===== src/rtl/ace_pkg.sv =====
// Shared ACE snoop encodings, CRRESP bit positions and line-state update opcodes.
package ace_pkg;

   localparam logic [3:0] SnpReadOnce           = 4'b0000;
   localparam logic [3:0] SnpReadShared         = 4'b0001;
   localparam logic [3:0] SnpReadClean          = 4'b0010;
   localparam logic [3:0] SnpReadNotSharedDirty = 4'b0011;
   localparam logic [3:0] SnpReadUnique         = 4'b0111;
   localparam logic [3:0] SnpCleanShared        = 4'b1000;
   localparam logic [3:0] SnpCleanInvalid       = 4'b1001;
   localparam logic [3:0] SnpMakeInvalid        = 4'b1101;

   localparam int unsigned CrDataTransfer = 0;
   localparam int unsigned CrError        = 1;
   localparam int unsigned CrPassDirty    = 2;
   localparam int unsigned CrIsShared     = 3;
   localparam int unsigned CrWasUnique    = 4;

   typedef enum logic [1:0] {
      UpdShared      = 2'd0,
      UpdSharedClean = 2'd1,
      UpdInvalid     = 2'd2,
      UpdClean       = 2'd3
   } upd_op_e;

   function automatic logic snoop_supported(input logic [3:0] snoop);
      case (snoop)
         SnpReadOnce, SnpReadShared, SnpReadClean, SnpReadNotSharedDirty,
         SnpReadUnique, SnpCleanShared, SnpCleanInvalid, SnpMakeInvalid: return 1'b1;
         default: return 1'b0;
      endcase
   endfunction

endpackage


===== src/rtl/ace_snoop_decode.sv =====
// Maps a snoop type and the looked-up line state to CRRESP, data transfer and state update.
module ace_snoop_decode
   import ace_pkg::*;
(
   input  logic [3:0] snoop_i,
   input  logic       hit_i,
   input  logic       dirty_i,
   input  logic       shared_i,
   output logic [4:0] cr_resp_o,
   output logic       data_transfer_o,
   output logic       upd_en_o,
   output upd_op_e    upd_op_o
);

   always_comb begin
      cr_resp_o = '0;
      upd_en_o  = 1'b0;
      upd_op_o  = UpdShared;
      if (hit_i) begin
         cr_resp_o[CrWasUnique] = ~shared_i;
         case (snoop_i)
            SnpReadOnce: begin
               cr_resp_o[CrDataTransfer] = 1'b1;
               cr_resp_o[CrIsShared]     = 1'b1;
            end
            SnpReadShared, SnpReadNotSharedDirty: begin
               cr_resp_o[CrDataTransfer] = 1'b1;
               cr_resp_o[CrIsShared]     = 1'b1;
               cr_resp_o[CrPassDirty]    = dirty_i;
               upd_en_o                  = 1'b1;
               upd_op_o                  = dirty_i ? UpdSharedClean : UpdShared;
            end
            SnpReadClean: begin
               // Ownership of the dirty data stays here, so only the shared bit changes.
               cr_resp_o[CrDataTransfer] = 1'b1;
               cr_resp_o[CrIsShared]     = 1'b1;
               upd_en_o                  = 1'b1;
               upd_op_o                  = UpdShared;
            end
            SnpReadUnique: begin
               cr_resp_o[CrDataTransfer] = 1'b1;
               cr_resp_o[CrPassDirty]    = dirty_i;
               upd_en_o                  = 1'b1;
               upd_op_o                  = UpdInvalid;
            end
            SnpCleanInvalid: begin
               cr_resp_o[CrDataTransfer] = dirty_i;
               cr_resp_o[CrPassDirty]    = dirty_i;
               upd_en_o                  = 1'b1;
               upd_op_o                  = UpdInvalid;
            end
            SnpCleanShared: begin
               cr_resp_o[CrIsShared] = 1'b1;
               if (dirty_i) begin
                  cr_resp_o[CrDataTransfer] = 1'b1;
                  cr_resp_o[CrPassDirty]    = 1'b1;
                  upd_en_o                  = 1'b1;
                  upd_op_o                  = UpdClean;
               end
            end
            SnpMakeInvalid: begin
               upd_en_o = 1'b1;
               upd_op_o = UpdInvalid;
            end
            default: cr_resp_o = '0;
         endcase
      end
   end

   assign data_transfer_o = cr_resp_o[CrDataTransfer];

endmodule


===== src/rtl/ace_snoop_responder.sv =====
// Single-outstanding ACE snoop responder: AC accept, tag lookup, CR response, CD stream,
// then line-state update.
module ace_snoop_responder
   import ace_pkg::*;
#(
   parameter int unsigned AddrWidth = 64,
   parameter int unsigned DataWidth = 64,
   parameter int unsigned CdBeats   = 4
) (
   input  logic                 clk_i,
   input  logic                 rst_i,
   input  logic                 ac_valid_i,
   output logic                 ac_ready_o,
   input  logic [AddrWidth-1:0] ac_addr_i,
   input  logic [3:0]           ac_snoop_i,
   output logic                 cr_valid_o,
   input  logic                 cr_ready_i,
   output logic [4:0]           cr_resp_o,
   output logic                 cd_valid_o,
   input  logic                 cd_ready_i,
   output logic [DataWidth-1:0] cd_data_o,
   output logic                 cd_last_o,
   output logic                 lu_valid_o,
   input  logic                 lu_ready_i,
   output logic [AddrWidth-1:0] lu_addr_o,
   input  logic                 lu_resp_valid_i,
   input  logic                 lu_hit_i,
   input  logic                 lu_dirty_i,
   input  logic                 lu_shared_i,
   input  logic                 dat_valid_i,
   output logic                 dat_ready_o,
   input  logic [DataWidth-1:0] dat_i,
   output logic                 upd_valid_o,
   input  logic                 upd_ready_i,
   output logic [1:0]           upd_op_o
);

   localparam int unsigned CntW = $clog2(CdBeats);
   localparam logic [CntW-1:0] LastBeat = CntW'(CdBeats - 1);

   typedef enum logic [2:0] {StIdle, StLookup, StLuWait, StResp, StData, StUpd} state_e;

   state_e               state_q;
   logic [AddrWidth-1:0] addr_q;
   logic [3:0]           snoop_q;
   logic                 err_q, hit_q, dirty_q, shared_q;
   logic [CntW-1:0]      cnt_q;

   logic [4:0] dec_resp;
   logic       dec_dt, dec_upd_en;
   upd_op_e    dec_op;
   logic       live, in_data, cd_fire;

   ace_snoop_decode u_decode (
      .snoop_i         (snoop_q),
      .hit_i           (hit_q),
      .dirty_i         (dirty_q),
      .shared_i        (shared_q),
      .cr_resp_o       (dec_resp),
      .data_transfer_o (dec_dt),
      .upd_en_o        (dec_upd_en),
      .upd_op_o        (dec_op)
   );

   assign in_data = (state_q == StData);
   assign cd_fire = in_data && dat_valid_i && cd_ready_i;

   always_ff @(posedge clk_i) begin
      if (rst_i) begin
         state_q  <= StIdle;
         addr_q   <= '0;
         snoop_q  <= '0;
         err_q    <= 1'b0;
         hit_q    <= 1'b0;
         dirty_q  <= 1'b0;
         shared_q <= 1'b0;
         cnt_q    <= '0;
      end else begin
         unique case (state_q)
            StIdle: begin
               if (ac_valid_i) begin
                  addr_q   <= ac_addr_i;
                  snoop_q  <= ac_snoop_i;
                  hit_q    <= 1'b0;
                  dirty_q  <= 1'b0;
                  shared_q <= 1'b0;
                  err_q    <= ~snoop_supported(ac_snoop_i);
                  state_q  <= snoop_supported(ac_snoop_i) ? StLookup : StResp;
               end
            end
            StLookup: if (lu_ready_i) state_q <= StLuWait;
            StLuWait: begin
               if (lu_resp_valid_i) begin
                  hit_q    <= lu_hit_i;
                  dirty_q  <= lu_dirty_i;
                  shared_q <= lu_shared_i;
                  state_q  <= StResp;
               end
            end
            StResp: begin
               // Unsupported snoops never set hit_q, so the decoder requests nothing.
               if (cr_ready_i) begin
                  if (dec_dt)          state_q <= StData;
                  else if (dec_upd_en) state_q <= StUpd;
                  else                 state_q <= StIdle;
               end
            end
            StData: begin
               if (cd_fire) begin
                  if (cnt_q == LastBeat) begin
                     cnt_q   <= '0;
                     state_q <= dec_upd_en ? StUpd : StIdle;
                  end else begin
                     cnt_q <= cnt_q + CntW'(1);
                  end
               end
            end
            StUpd: if (upd_ready_i) state_q <= StIdle;
            default: state_q <= StIdle;
         endcase
      end
   end

   // Outputs are forced low while reset is asserted, not just after the reset edge.
   assign live = ~rst_i;

   assign ac_ready_o  = live && (state_q == StIdle);
   assign lu_valid_o  = live && (state_q == StLookup);
   assign lu_addr_o   = live ? addr_q : '0;
   assign cr_valid_o  = live && (state_q == StResp);
   assign cr_resp_o   = (live && state_q == StResp) ?
                        (err_q ? 5'(1 << CrError) : dec_resp) : '0;
   assign cd_valid_o  = live && in_data && dat_valid_i;
   assign dat_ready_o = live && in_data && cd_ready_i;
   assign cd_data_o   = (live && in_data) ? dat_i : '0;
   assign cd_last_o   = live && in_data && (cnt_q == LastBeat);
   assign upd_valid_o = live && (state_q == StUpd);
   assign upd_op_o    = (live && state_q == StUpd) ? dec_op : UpdShared;

endmodule

===== config.mk =====
export PLATFORM = sky130hd
export DESIGN_NAME = ace_snoop_responder
export DESIGN_NICKNAME = d
export VERILOG_FILES = /design/src/rtl/ace_pkg.sv /design/src/rtl/ace_snoop_decode.sv /design/src/rtl/ace_snoop_responder.sv
export SDC_FILE = /design/constraint.sdc
export NUM_CORES = 1
export LEC_CHECK = 0
export BUFFER_PORTS_ARGS = -buffer_cell sky130_fd_sc_hd__buf_2
export CAP_MARGIN = 20
export CORE_AREA = 2 2 110 112
export CTS_CLUSTER_SIZE = 30
export DETAILED_ROUTE_END_ITERATION = 6
export DIE_AREA = 0 0 112 114
export GPL_TIMING_DRIVEN = 0
export PLACE_DENSITY = 0.7
export SYNTH_ARGS = -nofsm -noshare
export SYNTH_HDL_FRONTEND = slang
export SYNTH_SLANG_ARGS = --single-unit

===== constraint.sdc =====
create_clock -name clk_i -period 1.5 [get_ports clk_i]
set_clock_uncertainty 0.15 [all_clocks]
set_input_delay 0.15 -clock clk_i [delete_from_list [all_inputs] [get_ports clk_i]]
set_output_delay 0.15 -clock clk_i [all_outputs]
set_load 0.05 [all_outputs]

==> reports/metrics.csv <==
stage;metric;value;unit
run_status;status;finished, violations left;
run_status;violations;setup timing;
worst_setup_path;slowest_delay;410;ps
global_routing;antenna_found_initial;7;
clock_tree;cts_buffers;9;
global_routing;overflow;0;
routing;vias;5416;
sta;slew_viol_final;0;
floorplanning;die_area;12800;µm²
layout;drive_above_1_share;48.7;%
routing;drc_errors;0;
floorplanning;start_util;33.8;%
routing;routed_wl;19900;µm
worst_setup_path;path_cells;or3b_4 > nor2_4 > buf_6 > buf_6 > and2_4 > buf_8;
worst_setup_path;crit_required;1200;ps
floorplanning;num_io_pins;286;
global_routing;grt_max_degree;12;
worst_setup_path;cp_max_fo;7;
sta;worst_slew_margin_rel;60.1;%
worst_setup_path;crit_slowest_cell;or3b_4;
sta;setup_slack;-708;ps
routing;wl_per_cell;18.2;µm
clock_tree;cts_tree;yes;
placed_design;portBuffers;284;
global_routing;grt_first_pass_wirelength;27400;µm
logic_synthesis;avgSynthCellArea;7.24;µm²
logic_synthesis;netlist_area;3950;µm²
global_routing;grt_pass1_vias;5364;
layout;fillers;850;
clock_tree;cts.sinks;77;
layout;nets;1081;
sta;fin_crit;2210;ps
logic_synthesis;synth_nets;691;
placed_design;place_congestion;0.836;
logic_synthesis;synth_warnings;0;
power;p_leak;3.73;nW
sta;hold_viol;0;
floorplanning;fp.dieW;112;µm
floorplanning;die_h;114;µm
worst_setup_path;cp_common_cell;buf_6;
clock_tree;root_buffer;clkbuf_16;
logic_synthesis;yosys_register_bits;77;
power;ir_drop;0.813;mV
layout;area_growth;105;%
sta;hold-worst-slack;165;ps
floorplanning;core_area;11700;µm²
worst_setup_path;crit_arrival;1910;ps
worst_setup_path;critPathKind;reg2out;
placed_design;postPlaceCellArea;5900;µm²
logic_synthesis;synth_cell_types;38;
clock_tree;htreeDepth;3;
sta;tightestPinTransition;598;ps
layout;design_area;8090;µm²
sta;setup_violations;155;
power;p_per_area;1400;nW/µm²
placed_design;place_ws;-642;ps
min_path;hp-class;in2reg;
logic_synthesis;synth-seq-area-share;39.0;%
placed_design;hpwl;11700;µm
floorplanning;core.rowCount;40;
sta;max_freq;0.453;GHz
sta;min_period_over_period;147;%
job;cap_violations;0;
routing;dr.pass1.iters;5;
worst_setup_path;start_kind;register;
clock_tree;cts_buffer_depth;2;
global_routing;grt_use_total;27.3;%
logic_synthesis;synth_cells;546;
routing;via_per_inst;4.95;
sta;rsz0062_at_grt;yes;
clock_tree;clk_pin_slew_worst_paths;60;ps
worst_setup_path;worst_setup_path_end_kind;primary output;
clock_tree;clk_latency;330;ps
routing;ant_nets;0;
routing;drt-initial-drc-count;291;
where the power goes:
group / total (W) / leakage, nW / internal [W] / switching, W
clock network: 0.00191 / 0.125 / 0.00109 / 0.000818
registers: 0.00275 / 0.631 / 0.00250 / 0.000248
logic: 0.00667 / 2.98 / 0.00273 / 0.00394
total: 0.0113 / 3.73 / 0.00633 / 0.00501
worst paths after layout:
path | start | to | slack, ps | cells past startpoint
worst max-delay path | state_q[2]$_SDFFE_PP0P_ | cd_data_o[55] | -710 | 6
worst min-delay path | upd_ready_i | state_q[0]$_SDFFE_PP0P_ | 160 | 4
worst max register to register | state_q[2]$_SDFFE_PP0P_ | state_q[1]$_SDFFE_PP0P_ | -510 | 10
worst min register to register | addr_q[56]$_SDFFE_PP0P_ | addr_q[56]$_SDFFE_PP0P_ | 300 | 2
metrics by stage:
step                instances  total power (W)  utilization (%)  TNS, ps
floorplan                 546          0.00659                -   -22690
finish                   1094           0.0113             69.1   -60840
global route             1093           0.0119             69.1   -73430
global placement          977          0.00772             50.4   -57680
detailed placement        977          0.00777             50.4   -58650
CTS                      1078           0.0108             66.9   -69040
registers in the layout, summed over array words and instances (netlist names):
name      count
addr_q       64
snoop_q       4
state_q       3
cnt_q         2
dirty_q       1
err_q         1
hit_q         1
shared_q      1
placed cells by master (no fill, tap or decap), drive strengths merged, types with 3 or more instances in the layout:
master	netlist	layout
clkinv	0	3
a21oi	80	80
diode	0	8
dlygate4sd3	0	71
nor3	5	5
inv	5	5
nor2	13	13
buf	21	328
o21ai	5	5
nand2b	3	3
clkbuf	25	37
a22oi	4	4
nor2b	65	65
and2	70	70
dfxtp	77	77
nand2	148	148
cell families after synthesis:
kind of cell	count (synthesis)	synth area share (%)
flip-flops	77	39.0
adder cells (fa/ha/maj)	1	0.316
multiplexers	2	0.506
AO/OA/AOI/OAI	98	13.5
AND/OR/NAND/NOR	317	40.4
buffers and inverters	51	6.30
area by class of cell:
class                      count  area (µm²)  area share (%)
antenna                        8        20.0           0.247
buffer                        44         315            3.90
clock buffer                  11         233            2.88
clock inverter                 3        15.0           0.186
inverter                       5        23.8           0.294
multi-input combinational    418        2540            31.3
sequential                    77        1550            19.1
tap                          147         184            2.27
timing repair buffer         381        3220            39.8
metal layers:
metal | global-route usage (%) | vias to the layer above | share of wire (%)
li1 | - | 2534 | -
met1 | 26.0 | 2479 | 34
met2 | 50.9 | 300 | 52
met3 | 7.23 | 103 | 7.3
met4 | 19.7 | 0 | 7.0
met5 | 0 | - | 0
what timing repair did:
| action | CTS | global route |
|---|---|---|
| resized for setup | 260 | 36 |
| cloned | 4 | 3 |
| pin swaps | 16 | 11 |
| buffers inserted | 13 | 8 |
| hold buffers | 71 | 0 |
| endpoints found under the hold margin | 71 | 0 |
| setup endpoints to repair | 155 | 157 |
worst max-delay path, delay by kind of cell (launching register included):
kind	cells	cell delay, ps
buffers and inverters	3	460
AND/OR/NAND/NOR	3	750
flip-flops	1	360
synth_stat cells:
cell / count / share of area [%]
nand2_1: 147 / 14
a21oi_1: 80 / 10
dfxtp_1: 77 / 39
and2_1: 70 / 11
nor2b_1: 65 / 10
clkbuf_1: 25 / 2.4
buf_2: 13 / 1.6
nor2_1: 12 / 1.1
buf_6: 5 / 1.4
inv_1: 5 / 0.47
nor3_1: 5 / 0.63
o21ai_0: 5 / 0.63
a22oi_1: 4 / 0.76
nand2b_1: 3 / 0.47
and2b_1: 2 / 0.38
and3_1: 2 / 0.32
buf_1: 2 / 0.19
mux2i_1: 2 / 0.51
nand3_1: 2 / 0.25
nor4b_1: 2 / 0.44
a211oi_1: 1 / 0.19
a221oi_1: 1 / 0.22
a2bb2oi_1: 1 / 0.22
a311oi_1: 1 / 0.22
a31oi_1: 1 / 0.16
buf_4: 1 / 0.19
ha_1: 1 / 0.32
nand2_2: 1 / 0.16
nand3b_1: 1 / 0.19
nor2_4: 1 / 0.28
nor4_1: 1 / 0.16
nor4bb_1: 1 / 0.25
o2111a_1: 1 / 0.28
o21a_1: 1 / 0.19
o221a_1: 1 / 0.28
o2bb2ai_1: 1 / 0.22
or3_1: 1 / 0.16
or3b_1: 1 / 0.22
Power figures use the tool's default switching activity.
